### src/rtl/kfpga_config_pkg.sv
// Shared definitions for the logic-tile configuration loader: FSM encoding
// and the default per-tile configuration chain length.
package kfpga_config_pkg;

    localparam int TILE_CHAIN_LENGTH = 146;

    typedef enum logic [1:0] {
        ST_IDLE  = 2'd0,
        ST_CLEAR = 2'd1,
        ST_LOAD  = 2'd2,
        ST_CHECK = 2'd3
    } state_e;

endpackage

### src/rtl/config_loader_if.sv
// Host word handshake plus the serial configuration-chain pins.
// slave is the loader's view; master is the host/chain side.
interface config_loader_if #(
    parameter int WORD_WIDTH = 32
);
    logic [WORD_WIDTH-1:0] word_data;
    logic                  word_valid;
    logic                  word_ready;
    logic                  chain_data;
    logic                  chain_enable;
    logic                  chain_nreset;
    logic                  chain_tail;

    modport slave (
        input  word_data, word_valid, chain_tail,
        output word_ready, chain_data, chain_enable, chain_nreset
    );

    modport master (
        output word_data, word_valid, chain_tail,
        input  word_ready, chain_data, chain_enable, chain_nreset
    );
endinterface

### src/rtl/config_word_serializer.sv
// Buffers host words and emits them LSB first, one bit per cycle, taking
// only as many bits from each word as the chain still needs.
module config_word_serializer #(
    parameter int WORD_WIDTH   = 32,
    parameter int CHAIN_LENGTH = 146
) (
    input  logic                  clock,
    input  logic                  reset,
    input  logic                  init,
    input  logic                  active_next,
    input  logic [WORD_WIDTH-1:0] word_data,
    input  logic                  word_valid,
    output logic                  word_ready,
    output logic                  chain_data,
    output logic                  chain_enable
);
    localparam int CNT_W = $clog2(CHAIN_LENGTH + 1);
    localparam int BUF_W = $clog2(WORD_WIDTH + 1);

    logic [WORD_WIDTH-1:0] buf_q, buf_d;
    logic [BUF_W-1:0]      buf_cnt_q, buf_cnt_d;
    logic [CNT_W-1:0]      host_need_q, host_need_d;
    logic [CNT_W-1:0]      take_s;
    logic                  accept_s;
    logic                  data_q, data_d;
    logic                  en_q, en_d;
    logic                  word_ready_q, word_ready_d;

    // Buffer, bit-presentation and ready generation for the next cycle.
    always_comb begin
        accept_s    = word_valid && word_ready_q;
        buf_d       = buf_q;
        buf_cnt_d   = buf_cnt_q;
        host_need_d = host_need_q;
        data_d      = 1'b0;
        en_d        = 1'b0;
        if (int'(host_need_q) >= WORD_WIDTH) begin
            take_s = CNT_W'(WORD_WIDTH);
        end else begin
            take_s = host_need_q;
        end
        if (init) begin
            buf_d       = {WORD_WIDTH{1'b0}};
            buf_cnt_d   = {BUF_W{1'b0}};
            host_need_d = CNT_W'(CHAIN_LENGTH);
        end else if (accept_s) begin
            // Bit 0 goes straight out; the rest waits in the buffer.
            data_d      = word_data[0];
            en_d        = 1'b1;
            buf_d       = {1'b0, word_data[WORD_WIDTH-1:1]};
            buf_cnt_d   = BUF_W'(take_s - CNT_W'(1));
            host_need_d = host_need_q - take_s;
        end else if (buf_cnt_q != {BUF_W{1'b0}}) begin
            data_d    = buf_q[0];
            en_d      = 1'b1;
            buf_d     = {1'b0, buf_q[WORD_WIDTH-1:1]};
            buf_cnt_d = buf_cnt_q - BUF_W'(1);
        end else begin
            data_d = 1'b0;
            en_d   = 1'b0;
        end
        word_ready_d = active_next && (buf_cnt_d == {BUF_W{1'b0}})
                       && (host_need_d != {CNT_W{1'b0}});
    end

    // Serializer state and registered outputs.
    always_ff @(posedge clock) begin
        if (reset) begin
            buf_q        <= {WORD_WIDTH{1'b0}};
            buf_cnt_q    <= {BUF_W{1'b0}};
            host_need_q  <= {CNT_W{1'b0}};
            data_q       <= 1'b0;
            en_q         <= 1'b0;
            word_ready_q <= 1'b0;
        end else begin
            buf_q        <= buf_d;
            buf_cnt_q    <= buf_cnt_d;
            host_need_q  <= host_need_d;
            data_q       <= data_d;
            en_q         <= en_d;
            word_ready_q <= word_ready_d;
        end
    end

    assign word_ready   = word_ready_q;
    assign chain_data   = data_q;
    assign chain_enable = en_q;
endmodule

### src/rtl/config_loader.sv
// Configuration chain loader: clears the chain, streams CHAIN_LENGTH bits
// from host words into it and checks chain integrity via the chain tail.
module config_loader
    import kfpga_config_pkg::*;
#(
    parameter int WORD_WIDTH   = 32,
    parameter int CHAIN_LENGTH = TILE_CHAIN_LENGTH,
    parameter int CLEAR_CYCLES = 2
) (
    input  logic            clock,
    input  logic            reset,
    input  logic            start,
    config_loader_if.slave  bus,
    output logic            busy,
    output logic            done,
    output logic            error
);
    localparam int CNT_W = $clog2(CHAIN_LENGTH + 1);
    localparam int CLR_W = $clog2(CLEAR_CYCLES + 1);

    state_e           state_q, state_d;
    logic [CNT_W-1:0] bit_cnt_q, bit_cnt_d;
    logic [CLR_W-1:0] clr_cnt_q, clr_cnt_d;
    logic             nreset_q, nreset_d;
    logic             busy_q, busy_d;
    logic             done_q, done_d;
    logic             error_q, error_d;
    logic             first_bit_q, first_bit_d;
    logic             init_s, active_next_s, check_fail_s;
    logic             ser_ready_s, ser_data_s, ser_en_s;

    config_word_serializer #(
        .WORD_WIDTH  (WORD_WIDTH),
        .CHAIN_LENGTH(CHAIN_LENGTH)
    ) u_serializer (
        .clock       (clock),
        .reset       (reset),
        .init        (init_s),
        .active_next (active_next_s),
        .word_data   (bus.word_data),
        .word_valid  (bus.word_valid),
        .word_ready  (ser_ready_s),
        .chain_data  (ser_data_s),
        .chain_enable(ser_en_s)
    );

    // Next-state, counters and integrity checks.
    always_comb begin
        state_d      = state_q;
        bit_cnt_d    = bit_cnt_q;
        clr_cnt_d    = clr_cnt_q;
        nreset_d     = 1'b1;
        error_d      = error_q;
        first_bit_d  = first_bit_q;
        init_s       = 1'b0;
        check_fail_s = 1'b0;
        case (state_q)
            ST_IDLE: begin
                if (start) begin
                    state_d   = ST_CLEAR;
                    init_s    = 1'b1;
                    error_d   = 1'b0;
                    bit_cnt_d = CNT_W'(CHAIN_LENGTH);
                    clr_cnt_d = CLR_W'(CLEAR_CYCLES);
                    nreset_d  = 1'b0;
                end else begin
                    state_d = ST_IDLE;
                end
            end
            ST_CLEAR: begin
                if (clr_cnt_q <= CLR_W'(1)) begin
                    state_d = ST_LOAD;
                end else begin
                    clr_cnt_d = clr_cnt_q - CLR_W'(1);
                    nreset_d  = 1'b0;
                end
            end
            ST_LOAD: begin
                // The chain was just cleared, so the tail must read 0 while shifting.
                if (ser_en_s) begin
                    bit_cnt_d   = bit_cnt_q - CNT_W'(1);
                    error_d     = error_q | bus.chain_tail;
                    first_bit_d = (bit_cnt_q == CNT_W'(CHAIN_LENGTH)) ? ser_data_s : first_bit_q;
                    state_d     = (bit_cnt_q == CNT_W'(1)) ? ST_CHECK : ST_LOAD;
                end else begin
                    state_d = ST_LOAD;
                end
            end
            ST_CHECK: begin
                // After exactly CHAIN_LENGTH shifts the first bit sits at the tail.
                check_fail_s = (bus.chain_tail != first_bit_q);
                error_d      = error_q | check_fail_s;
                state_d      = ST_IDLE;
            end
            default: begin
                state_d = ST_IDLE;
            end
        endcase
        busy_d        = (state_d != ST_IDLE);
        done_d        = (state_d == ST_CHECK);
        active_next_s = (state_d == ST_LOAD);
    end

    // State register and registered outputs.
    always_ff @(posedge clock) begin
        if (reset) begin
            state_q     <= ST_IDLE;
            bit_cnt_q   <= {CNT_W{1'b0}};
            clr_cnt_q   <= {CLR_W{1'b0}};
            nreset_q    <= 1'b1;
            busy_q      <= 1'b0;
            done_q      <= 1'b0;
            error_q     <= 1'b0;
            first_bit_q <= 1'b0;
        end else begin
            state_q     <= state_d;
            bit_cnt_q   <= bit_cnt_d;
            clr_cnt_q   <= clr_cnt_d;
            nreset_q    <= nreset_d;
            busy_q      <= busy_d;
            done_q      <= done_d;
            error_q     <= error_d;
            first_bit_q <= first_bit_d;
        end
    end

    // The tail comparison resolves during the done cycle itself.
    assign error            = error_q | check_fail_s;
    assign busy             = busy_q;
    assign done             = done_q;
    assign bus.word_ready   = ser_ready_s;
    assign bus.chain_data   = ser_data_s;
    assign bus.chain_enable = ser_en_s;
    assign bus.chain_nreset = nreset_q;
endmodule

### src/flat_wrapper.sv
// flat-port wrapper written by rule: the top's interface ports become plain ports
module config_loader_flat import kfpga_config_pkg::*;
#(
    parameter int WORD_WIDTH   = 32,
    parameter int CHAIN_LENGTH = TILE_CHAIN_LENGTH,
    parameter int CLEAR_CYCLES = 2
)
  (clock, reset, start, busy, done, error, bus_word_data, bus_word_valid, bus_chain_tail, bus_word_ready, bus_chain_data, bus_chain_enable, bus_chain_nreset);
  config_loader_if #(.WORD_WIDTH(WORD_WIDTH)) bus_i ();
  input  logic clock;
  input  logic reset;
  input  logic start;
  output logic busy;
  output logic done;
  output logic error;
  input wire logic [$bits(bus_i.word_data)-1:0] bus_word_data;
  input wire logic [$bits(bus_i.word_valid)-1:0] bus_word_valid;
  input wire logic [$bits(bus_i.chain_tail)-1:0] bus_chain_tail;
  output wire logic [$bits(bus_i.word_ready)-1:0] bus_word_ready;
  output wire logic [$bits(bus_i.chain_data)-1:0] bus_chain_data;
  output wire logic [$bits(bus_i.chain_enable)-1:0] bus_chain_enable;
  output wire logic [$bits(bus_i.chain_nreset)-1:0] bus_chain_nreset;
  assign bus_i.word_data = bus_word_data;
  assign bus_i.word_valid = bus_word_valid;
  assign bus_i.chain_tail = bus_chain_tail;
  assign bus_word_ready = bus_i.word_ready;
  assign bus_chain_data = bus_i.chain_data;
  assign bus_chain_enable = bus_i.chain_enable;
  assign bus_chain_nreset = bus_i.chain_nreset;
  config_loader #(.WORD_WIDTH(WORD_WIDTH), .CHAIN_LENGTH(CHAIN_LENGTH), .CLEAR_CYCLES(CLEAR_CYCLES)) u_core (.clock(clock), .reset(reset), .start(start), .bus(bus_i), .busy(busy), .done(done), .error(error));
endmodule
### config.mk
export PLATFORM = sky130hd
export DESIGN_NAME = config_loader_flat
export DESIGN_NICKNAME = d
export VERILOG_FILES = /design/src/rtl/kfpga_config_pkg.sv /design/src/rtl/config_loader_if.sv /design/src/rtl/config_word_serializer.sv /design/src/rtl/config_loader.sv /design/src/flat_wrapper.sv
export SDC_FILE = /design/constraint.sdc
export NUM_CORES = 1
export LEC_CHECK = 0
export BUFFER_PORTS_ARGS = -buffer_cell sky130_fd_sc_hd__buf_2
export CORE_ASPECT_RATIO = 1.2
export CORE_MARGIN = 10
export CORE_UTILIZATION = 57
export DETAILED_ROUTE_END_ITERATION = 10
export GPL_TIMING_DRIVEN = 0
export PLACE_DENSITY = 0.79
export SLEW_MARGIN = 20
export SYNTH_ARGS = -nofsm -noshare
export SYNTH_HDL_FRONTEND = slang
export SYNTH_SLANG_ARGS = --single-unit
### constraint.sdc
create_clock -name clock -period 4.1 [get_ports clock]
set_clock_uncertainty 0.2 [all_clocks]
set_input_delay 0.205 -clock clock [delete_from_list [all_inputs] [get_ports clock]]
set_output_delay 0.205 -clock clock [all_outputs]
set_load 0.1 [all_outputs]
Word level (Yosys, flattened, before mapping)
Index checks and enable logic that the tools add are counted.
Word-level totals
  memories: 0
  bits in read-only memories: 0
  word-level logic and storage cells: 84
  output and inout port bits: 7
  bits in registers: 65
  latch bits: 0
  bits in writable memories: 0
Operators by class
  muxes and demuxes: 32
  $add $sub $neg: 5
  multiply operators: 0
  divide/modulo/power cells: 0
  bitwise logic cells: 3
  shifts and indexed selects: 0
  equal/unequal tests: 11
  $lt $le $gt $ge: 2
  reductions and logical operators: 17
Operators with widths (number)
  two-way mux 31 bit: 2
  two-way mux 8 bit: 5
  two-way mux 6 bit: 3
  one-hot mux 8 bit (2 select lines): 1
  two-way mux 1 bit: 13
  AND reduction 3 bit: 4
  subtractor 6 x 1 -> 6 bit, second input constant: 2
  == test 2 bit, second input constant: 4
  == test 8 x 1 -> 1 bit, second input constant: 1
  == test 8 bit, second input constant: 1
  greater-or-equal comparator 8 x 6 -> 1 bit, second input constant: 1
  two-way mux 2 bit: 4
  one-hot mux 2 bit (4 select lines): 1
  nonzero test 2 bit: 4
  nonzero test 8 bit: 1
  subtractor 8 x 1 -> 8 bit, second input constant: 1
  subtractor 8 bit: 1
  logical NOT 6 bit: 1
  inequality test 2 bit, second input constant: 3
  nonzero test 6 bit: 1
  one-hot mux 2 bit (2 select lines): 1
  logical AND 1 bit: 3
  OR 1 bit: 3
  one-hot mux 1 bit (3 select lines): 1
  other kinds (8): 8

Logic depth before layout (Yosys ltp)
  depth in word-level cells: 8
  depth in mapped cells: 10

Hierarchy
A second synthesis with hierarchy kept.
Unflattened totals
  cells, all modules: 428
  area total of the unflattened synthesis: 3467.1 sq um
By module, submodules not included
  config_word_serializer: cells an instance 318, area an instance 2491.1 sq um, sequential area each 960.9 sq um, times used 1
  config_loader: cells an instance 110, area an instance 975.9 sq um, sequential area each 340.3 sq um, times used 1

Worst setup path after synthesis
OpenSTA, ideal clock, no wires.
  path type: register -> register
  from: register u_core.u_serializer.word_ready_q (netlist: u_core.u_serializer.word_ready)
  to: register u_core.u_serializer.word_ready_q (netlist: u_core.u_serializer.word_ready)
  buffers on the path: 1
  stages on the path, launching flop included: 6
  arrival time: 2.293 ns
  setup slack: 1.516 ns
  library setup time: 0.091 ns
  cell sequence: dfxtp_1 -> and2_1 -> clkbuf_1 -> a21oi_1 -> or4b_1 -> a311oi_1
On the way
  cells in the longest elaborated chain, start to end: 6
  elaborated cells on any way between the ends: 9
RTL lines
  start: declaration: RTL line config_word_serializer.sv:27  | logic word_ready_q, word_ready_d;
  start signal: assignment: RTL line config_word_serializer.sv:81  | word_ready_q <= word_ready_d;
  logical AND 1 bit *: RTL line config_word_serializer.sv:31  | accept_s = word_valid && word_ready_q;
  two-way mux 6 bit: RTL line config_word_serializer.sv:46  | end else if (accept_s) begin
  two-way mux 6 bit: RTL line config_word_serializer.sv:42  | if (init) begin
  logical NOT 6 bit: RTL line config_word_serializer.sv:62  | word_ready_d = active_next && (buf_cnt_d == {BUF_W{1'b0}})
  logical AND 1 bit: RTL line config_word_serializer.sv:62
  logical AND 1 bit *: RTL line config_word_serializer.sv:63  | && (host_need_d != {CNT_W{1'b0}});
Mark *: on every way between the ends. The rest lies on a longest branch, timed or not.
A chain may end at the register's enable or synchronous reset.

Final worst setup path
  from: register u_core.u_serializer.host_need_q[7]
  to: register u_core.u_serializer.word_ready_q (netlist: u_core.u_serializer.word_ready)
On the way
  cells in the longest elaborated chain, start to end: 8
  elaborated cells on any way between the ends: 12
RTL lines
  start: declaration: RTL line config_word_serializer.sv:22  | logic [CNT_W-1:0] host_need_q, host_need_d;
  start signal: assignment: RTL line config_word_serializer.sv:71  | host_need_q <= {CNT_W{1'b0}};
  start signal: assignment: RTL line config_word_serializer.sv:78  | host_need_q <= host_need_d;
  greater-or-equal comparator 8 x 6 -> 1 bit: RTL line config_word_serializer.sv:37  | if (int'(host_need_q) >= WORD_WIDTH) begin
  two-way mux 8 bit: RTL line config_word_serializer.sv:37
  subtractor 6 x 1 -> 6 bit: RTL line config_word_serializer.sv:51  | buf_cnt_d = BUF_W'(take_s - CNT_W'(1));
  two-way mux 6 bit: RTL line config_word_serializer.sv:46
  two-way mux 6 bit: RTL line config_word_serializer.sv:42
  logical NOT 6 bit: RTL line config_word_serializer.sv:62
  logical AND 1 bit: RTL line config_word_serializer.sv:62
  logical AND 1 bit *: RTL line config_word_serializer.sv:63
Marked as above.

==> results.md <==
- Antenna Cells: 0
- Min cycle time layout: 2560 ps
- RSZ-0062 raised after global routing: false
- Setup TNS: 0 ps
- Synth Area in XOR/XNOR: 2.48%
- CP peak stage delay: 540 ps
- Main synth FF type: dfxtp_1
- Yosys reg bits: 65
- Critical Path Fanout Max: 8
- Clk buf depth: 2
- Share of layout cells above drive strength 1: 14.5%
- Logic gate share of total power: 43.1%
- CTS Root Buffer Type: clkbuf_8
- CP max stage cell: or4b_1
- Antenna Nets Post-Route: 0
- CTS tree: built
- Largest family of logic cells by synthesized area: simple AND/OR/NAND/NOR gates
- Total CTS buffers: 9
- Nets@finish: 505
- Max cap viols: 0
- P&R area growth vs syn: 25.2%
- Post-CTS setup buffers: 0
- Gr ovfl total: 0
- Fin crit share: 62.6%
- Insertion delay to the later sink of the worst-skew pair: 350 ps
- Setup Viol. Count Final: 0
- Die X: 88.2 µm
- P_sw: 0.000814 W
- Worst-margin pin slew: 707 ps
- Worst path bufs/invs: 0
- Die footprint: 8990 µm²
- Vias in the first global route: 3193
- GP Congestion: 0.882
- P per Cell Area: 549 nW/µm²
- Lkg Pwr: 1.63 nW
- Critical Path Start Type: flop
- Avg Cell Area, Syn: 8.53 µm²
- Final Max Slew Viols: 0
- Sw Share: 37.2%
- # clock sinks: 65
- Asr flop ratio synth: 0%
- Simple-gate share of the synthesized area: 20.8%
- Gate Count Post-Synth: 373
- Final hold viol count: 0
- Top cell type by total area after synthesis: dfxtp_1
- DR pass1 iterations: 4
- Num rows: 29
- Worst path cell trace: nor3_2 -> nand2_1 -> ha_1 -> xor2_1 -> a21oi_1 -> or4b_1 -> a311oi_1
- CTS H-tree lvls: 3
- Post-synthesis sequential area ratio: 40.9%
- Post-synth cell types: 46
- Worst rel slew slack: 52.9%
- Starting density of the core: 59.3%
- Fmax: 390 MHz
- GRT Overall Usage: 20.2%
- Initial antenna violation count: 0
- Pin count of the biggest net entering global routing: 11
- Adder-Cell Fraction of Synth Area: 3.14%
- Syn nets: 418
- # port buffers: 43
- Clock power frac: 22.6%
- Kind of critical path: reg -> reg
- Post-DP HPWL: 5180 µm
- Wirelength per Cell: 16.1 µm
- Remaining DRCs: 0
- First-pass GRT wire length: 14600 µm
- Synth Area in Compound Gates: 17.3%
- Mapped Area: 3180 µm²
- Final WL: 8460 µm
- Via/cell ratio: 5.79
- Core Area: 5370 µm²
- Hold Slack: 74.7 ps
- Min-delay worst type: in -> reg
- Yosys warns: 0
- Data required, critical path: 4140 ps
- Top post-synthesis cells by area: dfxtp_1 (41%), mux2i_1 (11%), a211oi_1 (7.3%)
- # IOs: 44
- Post-synth EDFFs: 0
- Status: finished, final reports clean
- Mux cell area share after synthesis: 11.0%
- Initial DRC count: 146
- Worst setup EP type: flop
- VDD IR max: 0.367 mV
- Sequential Power Share: 34.3%
- Vias: 3041
- Internal Power: 0.00137 W
- Worst EP arrival: 2610 ps
- Post-synth top area share: 40.9%
- CP top delay family: simple AND/OR/NAND/NOR gates
- CTS clk-pin slew, worst paths: 70 ps
- Die Span Y: 102 µm
## flip-flops by register name (all words and copies together), names as in the netlist
signal,flops
u_core.u_serializer.chain_data,1
u_core.state_q,2
u_core.clr_cnt_q,2
u_core.busy,1
u_core.u_serializer.buf_q,31
u_core.u_serializer.buf_cnt_q,6
u_core.u_serializer.host_need_q,8
u_core.bit_cnt_q,8
u_core.bus.chain_nreset,1
u_core.u_serializer.word_ready,1
u_core.error_q,1
u_core.done,1
u_core.first_bit_q,1
u_core.u_serializer.chain_enable,1
## final timing paths
path / startpoint / slack (ps) / depth (start not counted) / to
setup / recovery: u_core.u_serializer.host_need_q[7] / 1540 / 7 / u_core.u_serializer.word_ready
hold / removal: start / 70 / 4 / u_core.clr_cnt_q[0]
setup reg to reg: u_core.u_serializer.host_need_q[7] / 1540 / 7 / u_core.u_serializer.word_ready
hold reg to reg: u_core.clr_cnt_q[1] / 290 / 2 / u_core.clr_cnt_q[1]
## worst min-delay path, cell delays in order
cell	delay, ps
buf_2	120
nor2_1	40
o21ai_0	140
a21oi_1	60
## layer usage
| layer | up-vias | global-route usage [%] | wire length, µm |
|---|---|---|---|
| met5 | - | 0 | 0 |
| met4 | 0 | 10.5 | 265 |
| met3 | 24 | 5.33 | 521 |
| met2 | 88 | 35.4 | 4220 |
| met1 | 1428 | 21.8 | 3450 |
| li1 | 1501 | - | - |
## synth_stat cells, types with 2 or more instances
cell type  number
a211oi_1       31
nor4_1          2
or4_1           2
a31oi_1         2
nor2_1         58
o311ai_1        2
xnor2_1         5
o21ai_0        14
nor2b_1         8
nand2_1        25
nor3_2          2
nand3_1         7
dfxtp_1        65
nor3b_1         2
and2_1          2
nand2b_1        4
clkbuf_1       19
mux2i_1        34
and3_1          4
or3_1          10
a21oi_1        21
o31ai_1         2
buf_1           3
xor2_1          4
ha_1            8
inv_1           8
o22ai_1         2
buf_2           2
nor3_1          8
## layout make-up
class	count	area, µm²
Inverter	8	30.0
Clock buffer	12	165
Multi-Input combinational cell	275	1750
Tap cell	62	77.6
Clock inverter	2	13.8
Sequential cell	65	1300
Timing Repair Buffer	76	546
Buffer	25	104
Fill cell	403	1390
## repair_timing
| action | CTS | global route |
|---|---|---|
| gates resized for setup | 0 | 0 |
| endpoints found under the hold margin | 37 | 0 |
| hold buffers | 33 | 0 |
| setup endpoints to repair | 0 | 0 |
## power by group through the flow
stage	clock network (W)	registers [W]	logic, W
after floorplan	0	0.000809	0.000700
after global placement	0	0.000760	0.000900
after detailed placement	0	0.000763	0.000910
after CTS	0.000498	0.000749	0.000938
after global routing	0.000521	0.000762	0.00104
final	0.000494	0.000750	0.000944
## kinds of logic after synthesis
family	count (synthesis)
AND/OR/NAND/NOR	138
multiplexers	35
buffers and inverters	33
XOR/XNOR	9
adder cells (fa/ha/maj)	8
flip-flops	65
AO/OA/AOI/OAI	84
other	1
## per-stage QoR
| stage | setup slack, ps | instance area (µm²) | util (%) | total power, W | instances |
|---|---|---|---|---|---|
| after floorplan | 1520 | 3180 | - | 0.00151 | 373 |
| after global placement | 1580 | 3480 | 64.7 | 0.00166 | 478 |
| after detailed placement | 1580 | 3480 | 64.7 | 0.00167 | 478 |
| after CTS | 1540 | 3990 | 74.2 | 0.00219 | 525 |
| after global routing | 1290 | 3990 | 74.2 | 0.00232 | 525 |
| final | 1540 | 3990 | 74.2 | 0.00219 | 525 |
## layout by cell type, fill, tap and decap left out, types with 4 or more instances in the layout
master	count
dfxtp_1	65
dlygate4sd3_1	33
nand3_1	7
nor2_1	58
nor3_1	8
nor2b_1	8
xnor2_1	5
and3_1	4
a21oi_1	21
clkbuf_8	12
buf_2	45
or3_1	10
nand2_1	25
mux2i_1	34
a211oi_1	31
xor2_1	4
o21ai_0	14
nand2b_1	4
inv_1	8
ha_1	8
clkbuf_1	19
(Power assumes the default switching activity.)
